**config.mk**
```make
export PLATFORM = sky130hd
export DESIGN_NAME = alu_arbiter
export DESIGN_NICKNAME = d
export VERILOG_FILES = /design/src/rtl/alu_pkg.sv /design/src/rtl/alu_arbiter_rr.sv /design/src/rtl/alu_arbiter.sv
export SDC_FILE = /design/constraint.sdc
export NUM_CORES = 1
export LEC_CHECK = 0
export CORE_MARGIN = 4
export CORE_UTILIZATION = 40
export DETAILED_ROUTE_END_ITERATION = 10
export PLACE_DENSITY = 0.93
export SLEW_MARGIN = 10
export SYNTH_ARGS = -nofsm -noshare
export SYNTH_HDL_FRONTEND = slang
export SYNTH_SLANG_ARGS = --single-unit
```
**constraint.sdc**
```tcl
create_clock -name clk -period 3.5 [get_ports clk]
set_clock_uncertainty 0.15 [all_clocks]
set_input_delay 0.875 -clock clk [delete_from_list [all_inputs] [get_ports clk]]
set_output_delay 0.875 -clock clk [all_outputs]
set_load 0.005 [all_outputs]
```
**src/rtl/alu_pkg.sv**
```systemverilog
// Shared definitions for the ALU arbiter slice: op encodings, widths and FSM states.
package alu_pkg;

    localparam int ALU_OP_W       = 2;
    localparam int DEFAULT_DATA_W = 32;

    localparam logic [ALU_OP_W-1:0] ALU_OP_ADD = 2'b00;
    localparam logic [ALU_OP_W-1:0] ALU_OP_SUB = 2'b01;
    localparam logic [ALU_OP_W-1:0] ALU_OP_AND = 2'b10;
    localparam logic [ALU_OP_W-1:0] ALU_OP_OR  = 2'b11;

    typedef enum logic [1:0] {
        ST_IDLE  = 2'd0,
        ST_ISSUE = 2'd1,
        ST_RESP  = 2'd2
    } state_t;

endpackage

```
**src/rtl/alu_arbiter_rr.sv**
```systemverilog
// Combinational round-robin picker: first requester at or after rr_ptr, wrapping.
module rr_arbiter #(
    parameter  int NUM_REQ = 2,
    localparam int IDX_W   = $clog2(NUM_REQ)
) (
    input  logic [NUM_REQ-1:0] req,
    input  logic [IDX_W-1:0]   rr_ptr,
    output logic [NUM_REQ-1:0] grant_oh,
    output logic [IDX_W-1:0]   grant_idx,
    output logic               any_valid
);

    logic [IDX_W:0]   sum;
    logic [IDX_W-1:0] idx;

    // Scan offsets 0..NUM_REQ-1 from the pointer; the first hit wins.
    always_comb begin
        grant_oh  = '0;
        grant_idx = '0;
        any_valid = 1'b0;
        sum       = '0;
        idx       = '0;
        for (int k = 0; k < NUM_REQ; k++) begin
            sum = {1'b0, rr_ptr} + (IDX_W+1)'(k);
            if (sum >= (IDX_W+1)'(NUM_REQ)) begin
                sum = sum - (IDX_W+1)'(NUM_REQ);
            end
            idx = sum[IDX_W-1:0];
            if (!any_valid && req[idx]) begin
                any_valid     = 1'b1;
                grant_oh[idx] = 1'b1;
                grant_idx     = idx;
            end
        end
    end

endmodule

```
**src/rtl/alu_arbiter.sv**
```systemverilog
// Shares one external combinational ALU among NUM_REQ requesters with round-robin
// arbitration, registered ALU operands and a registered valid/ready response.
module alu_arbiter
    import alu_pkg::*;
#(
    parameter  int NUM_REQ = 2,
    parameter  int DATA_W  = DEFAULT_DATA_W,
    localparam int IDX_W   = $clog2(NUM_REQ)
) (
    input  logic                        clk,
    input  logic                        rst_n,
    input  logic [NUM_REQ-1:0]          req_valid,
    output logic [NUM_REQ-1:0]          req_ready,
    input  logic [NUM_REQ*DATA_W-1:0]   req_a,
    input  logic [NUM_REQ*DATA_W-1:0]   req_b,
    input  logic [NUM_REQ*ALU_OP_W-1:0] req_op,
    output logic [DATA_W-1:0]           alu_a,
    output logic [DATA_W-1:0]           alu_b,
    output logic [ALU_OP_W-1:0]         alu_op,
    input  logic [DATA_W-1:0]           alu_result,
    output logic                        rsp_valid,
    input  logic                        rsp_ready,
    output logic [IDX_W-1:0]            rsp_id,
    output logic [DATA_W-1:0]           rsp_data,
    output logic                        rsp_zero
);

    state_t               state;
    state_t               next_state;
    logic [IDX_W-1:0]     rr_ptr;
    logic [NUM_REQ-1:0]   grant_oh;
    logic [IDX_W-1:0]     grant_idx;
    logic                 any_valid;
    logic                 handshake;
    logic [DATA_W-1:0]    sel_a;
    logic [DATA_W-1:0]    sel_b;
    logic [ALU_OP_W-1:0]  sel_op;

    rr_arbiter #(.NUM_REQ(NUM_REQ)) u_rr (
        .req       (req_valid),
        .rr_ptr    (rr_ptr),
        .grant_oh  (grant_oh),
        .grant_idx (grant_idx),
        .any_valid (any_valid)
    );

    // Ready is gated by rst_n so nothing can be accepted while reset is held.
    assign handshake = rst_n && (state == ST_IDLE) && any_valid;
    assign req_ready = handshake ? grant_oh : '0;

    always_comb begin
        sel_a  = '0;
        sel_b  = '0;
        sel_op = '0;
        for (int i = 0; i < NUM_REQ; i++) begin
            if (grant_oh[i]) begin
                sel_a  = req_a[i*DATA_W +: DATA_W];
                sel_b  = req_b[i*DATA_W +: DATA_W];
                sel_op = req_op[i*ALU_OP_W +: ALU_OP_W];
            end
        end
    end

    always_ff @(posedge clk) begin
        if (!rst_n) begin
            state <= ST_IDLE;
        end else begin
            state <= next_state;
        end
    end

    always_comb begin
        next_state = state;
        case (state)
            ST_IDLE:  if (handshake) next_state = ST_ISSUE;
            ST_ISSUE: next_state = ST_RESP;
            ST_RESP:  if (rsp_ready) next_state = ST_IDLE;
            default:  next_state = ST_IDLE;
        endcase
    end

    // Operand registers hold their last values between transactions on purpose.
    always_ff @(posedge clk) begin
        if (!rst_n) begin
            rr_ptr    <= '0;
            alu_a     <= '0;
            alu_b     <= '0;
            alu_op    <= ALU_OP_ADD;
            rsp_valid <= 1'b0;
            rsp_data  <= '0;
            rsp_zero  <= 1'b0;
            rsp_id    <= '0;
        end else begin
            if (handshake) begin
                alu_a  <= sel_a;
                alu_b  <= sel_b;
                alu_op <= sel_op;
                rsp_id <= grant_idx;
                rr_ptr <= (grant_idx == IDX_W'(NUM_REQ-1)) ? '0 : grant_idx + 1'b1;
            end
            if (state == ST_ISSUE) begin
                rsp_data  <= alu_result;
                rsp_zero  <= (alu_result == '0);
                rsp_valid <= 1'b1;
            end
            if (state == ST_RESP && rsp_ready) begin
                rsp_valid <= 1'b0;
            end
        end
    end

endmodule

```
==> impl_metrics.json <==
{
  "cts_max_level": 3,
  "path_cells": "clkdlybuf4s50_1 > or3b_4 > nor3_2 > dlygate4sd2_1",
  "routed_via_density": 5.60,
  "maxSlewHeadroom_pct": 21.2,
  "fin_crit_sh_pct": 94.6,
  "multi_input_area_um2": 1790,
  "synth_top_area_share_pct": 48.0,
  "die_area_um2": 12600,
  "overflow": 0,
  "synth_seq_cells": 104,
  "p_leak_nw": 2.84,
  "cp.required_ns": 2.47,
  "final.setup.worst_slack_ns": 0.187,
  "crit_buf_inv": 2,
  "track_usage_pct": 25.0,
  "mostFrequentLayoutCell": "clkdlybuf4s50_1",
  "path_delay_family": "buffers and inverters",
  "portBuffers": 271,
  "synth_area_um2": 4330,
  "drt_wl_total_um": 16700,
  "start_util_pct": 41.6,
  "fmax_mhz": 302,
  "setup_viol": 0,
  "post_cts_buffers": 0,
  "worstSetupPathType": "in -> out",
  "synth_top_family_by_area": "compound AO/OA/AOI/OAI gates",
  "fin_crit_ns": 3.31,
  "synth_largest_area_cell": "dfxtp_1",
  "muxShareOfSynthArea_pct": 0,
  "dp_cells": 848,
  "drive_above_1_share_pct": 4.54,
  "path_clk_slew_ns": 0.09,
  "powerDensity_nw_per_um2": 401,
  "hold_viol_final": 0,
  "drt_pass1_iterations": 5,
  "avgSynthCellArea_um2": 9.05,
  "synth_compound_area_share_pct": 22.5,
  "tightest_slew_ns": 1.18,
  "fillers": 753,
  "cp-end-kind": "output port",
  "die_w_um": 112,
  "yosysSeqAreaShare_pct": 48.0,
  "dpl_worst_slack_ns": -0.328,
  "cts_buffer_depth": 2,
  "synth_xor_area_share_pct": 0,
  "gp_congestion": 0.898,
  "ys_warn_count": 0,
  "mostFrequentLayoutCells": "clkdlybuf4s50_1 (269), dfxtp_1 (104), nor4_1 (72)",
  "io_pins": 272,
  "antenna_found_initial": 0,
  "die_y_um": 112,
  "synth_fp_nets": 648,
  "arrival_ns": 2.29,
  "grt_start_max_net_pins": 67,
  "synth_cells": 479,
  "wire_per_inst_um": 19.4,
  "dpl.hpwl_um": 12500,
  "drt_iter0_drc": 427,
  "worstPathMaxFanout": 4,
  "cpPeakStageDelay_ns": 0.47,
  "cts_tree": "done",
  "finalPower_mw": 2.92,
  "num_antenna_cells": 0,
  "synthAdderAreaFrac_pct": 0,
  "rsz0062_at_grt": "no",
  "final-seq-area_um2": 2080,
  "maxCapViolations": 0,
  "cts_made_buffers": 9,
  "ir_drop_v": 0.000251,
  "rows": 37,
  "yosys.area_share.simple_pct": 18.1,
  "worst_setup_path_start_kind": "input port",
  "synth.distinct_cells": 27,
  "grt_pass1_vias": 4969,
  "finalMaxSlewViolations": 0,
  "vias": 4837,
  "cts_root_buf": "clkbuf_8",
  "instances_no_fill": 863,
  "remaining_drc_errors": 0,
  "grt_first_pass_wirelength_um": 25700,
  "ant_nets": 0,
  "clk_latency_ns": 0.36,
  "core_um2": 10400,
  "critPathSlowestCell": "clkdlybuf4s50_1",
  "cts.sinks": 104,
  "area_growth_pct": 67.8,
  "hold_class": "reg -> reg",
  "synth_area_leaders": "dfxtp_1 (48%), a221o_1 (15%), nor4_1 (10%)",
  "layout.nets": 892,
  "status": "completed"
}
-- power breakdown --
part	switching [mW]	internal (mW)
clock network	0.407	0.347
registers	0.0765	1.31
logic	0.300	0.479
-- cell usage after synthesis, drive strengths merged --
library cell and count:
o31ai 1, dfxtp 104, o21ai 1, a221o 66
or3b 1, buf 13, o21a 4, nand3 3
nor2 3, nor3b 1, a211oi 1, nand4 1
clkbuf 35, inv 68, o211a 1, nand3b 1
nor4 72, nor2b 2, nor4b 1, nand2b 1
o221a 1, nand2 64, nor3 2, a21boi 32
-- state kept, by name (all words and copies together), names as in the netlist --
register   cells
alu_a         32
alu_b         32
alu_op         2
rr_ptr         1
rsp_data      32
rsp_id         1
rsp_valid      1
rsp_zero       1
state          2
-- cell families after synthesis --
logic type | after synthesis
flops | 104
buf+inv | 116
simple gates | 152
compound gates | 107
-- final timing paths --
check                from            to  slack (ns)  cells after the start
max reg2reg      state[1]      alu_a[5]        1.26                      5
max                 rst_n  req_ready[1]        0.19                      4
min          rsp_data[27]  rsp_data[27]        0.32                      2
min reg2reg  rsp_data[27]  rsp_data[27]        0.32                      2
-- routing by layer --
| layer | vias up | global-route usage [%] | part of all wire [%] |
|---|---|---|---|
| met4 | 0 | 11.1 | 3.3 |
| met3 | 45 | 8.73 | 11 |
| met5 | - | 0 | 0 |
| met1 | 2301 | 26.4 | 36 |
| met2 | 268 | 44.9 | 50 |
| li1 | 2223 | - | - |
-- cell type report --
class / instances / share of cell area [%]
clock buffer: 10 / 1.89
clock inverter: 5 / 0.774
inverter: 68 / 3.51
multi-input combinational: 259 / 24.6
sequential: 104 / 28.6
tap: 136 / 2.34
timing repair buffer: 281 / 38.3
-- worst min-delay path: stages, from the launching register on --
cell and delay [ns]:
dfxtp_1 0.32, nand2_1 0.04, a21boi_0 0.06
-- timing repair --
action,CTS,global route
resized for setup,4,0
hold buffers,0,0
endpoints found under the setup margin,2,0
hold endpoints to repair,0,0
-- through the flow --
| step | hold WS (ns) | utilization, % | area (um^2) | TNS (ns) |
|---|---|---|---|---|
| floorplan | 0.310 | - | 4330 | 0 |
| global placement | 0.299 | 67.9 | 7080 | -0.356 |
| detailed placement | 0.309 | 67.9 | 7080 | -0.472 |
| CTS | 0.322 | 69.8 | 7270 | 0 |
| global route | 0.334 | 69.8 | 7270 | 0 |
| finish | 0.316 | 69.8 | 7270 | 0 |
(Power assumes the default switching activity.)
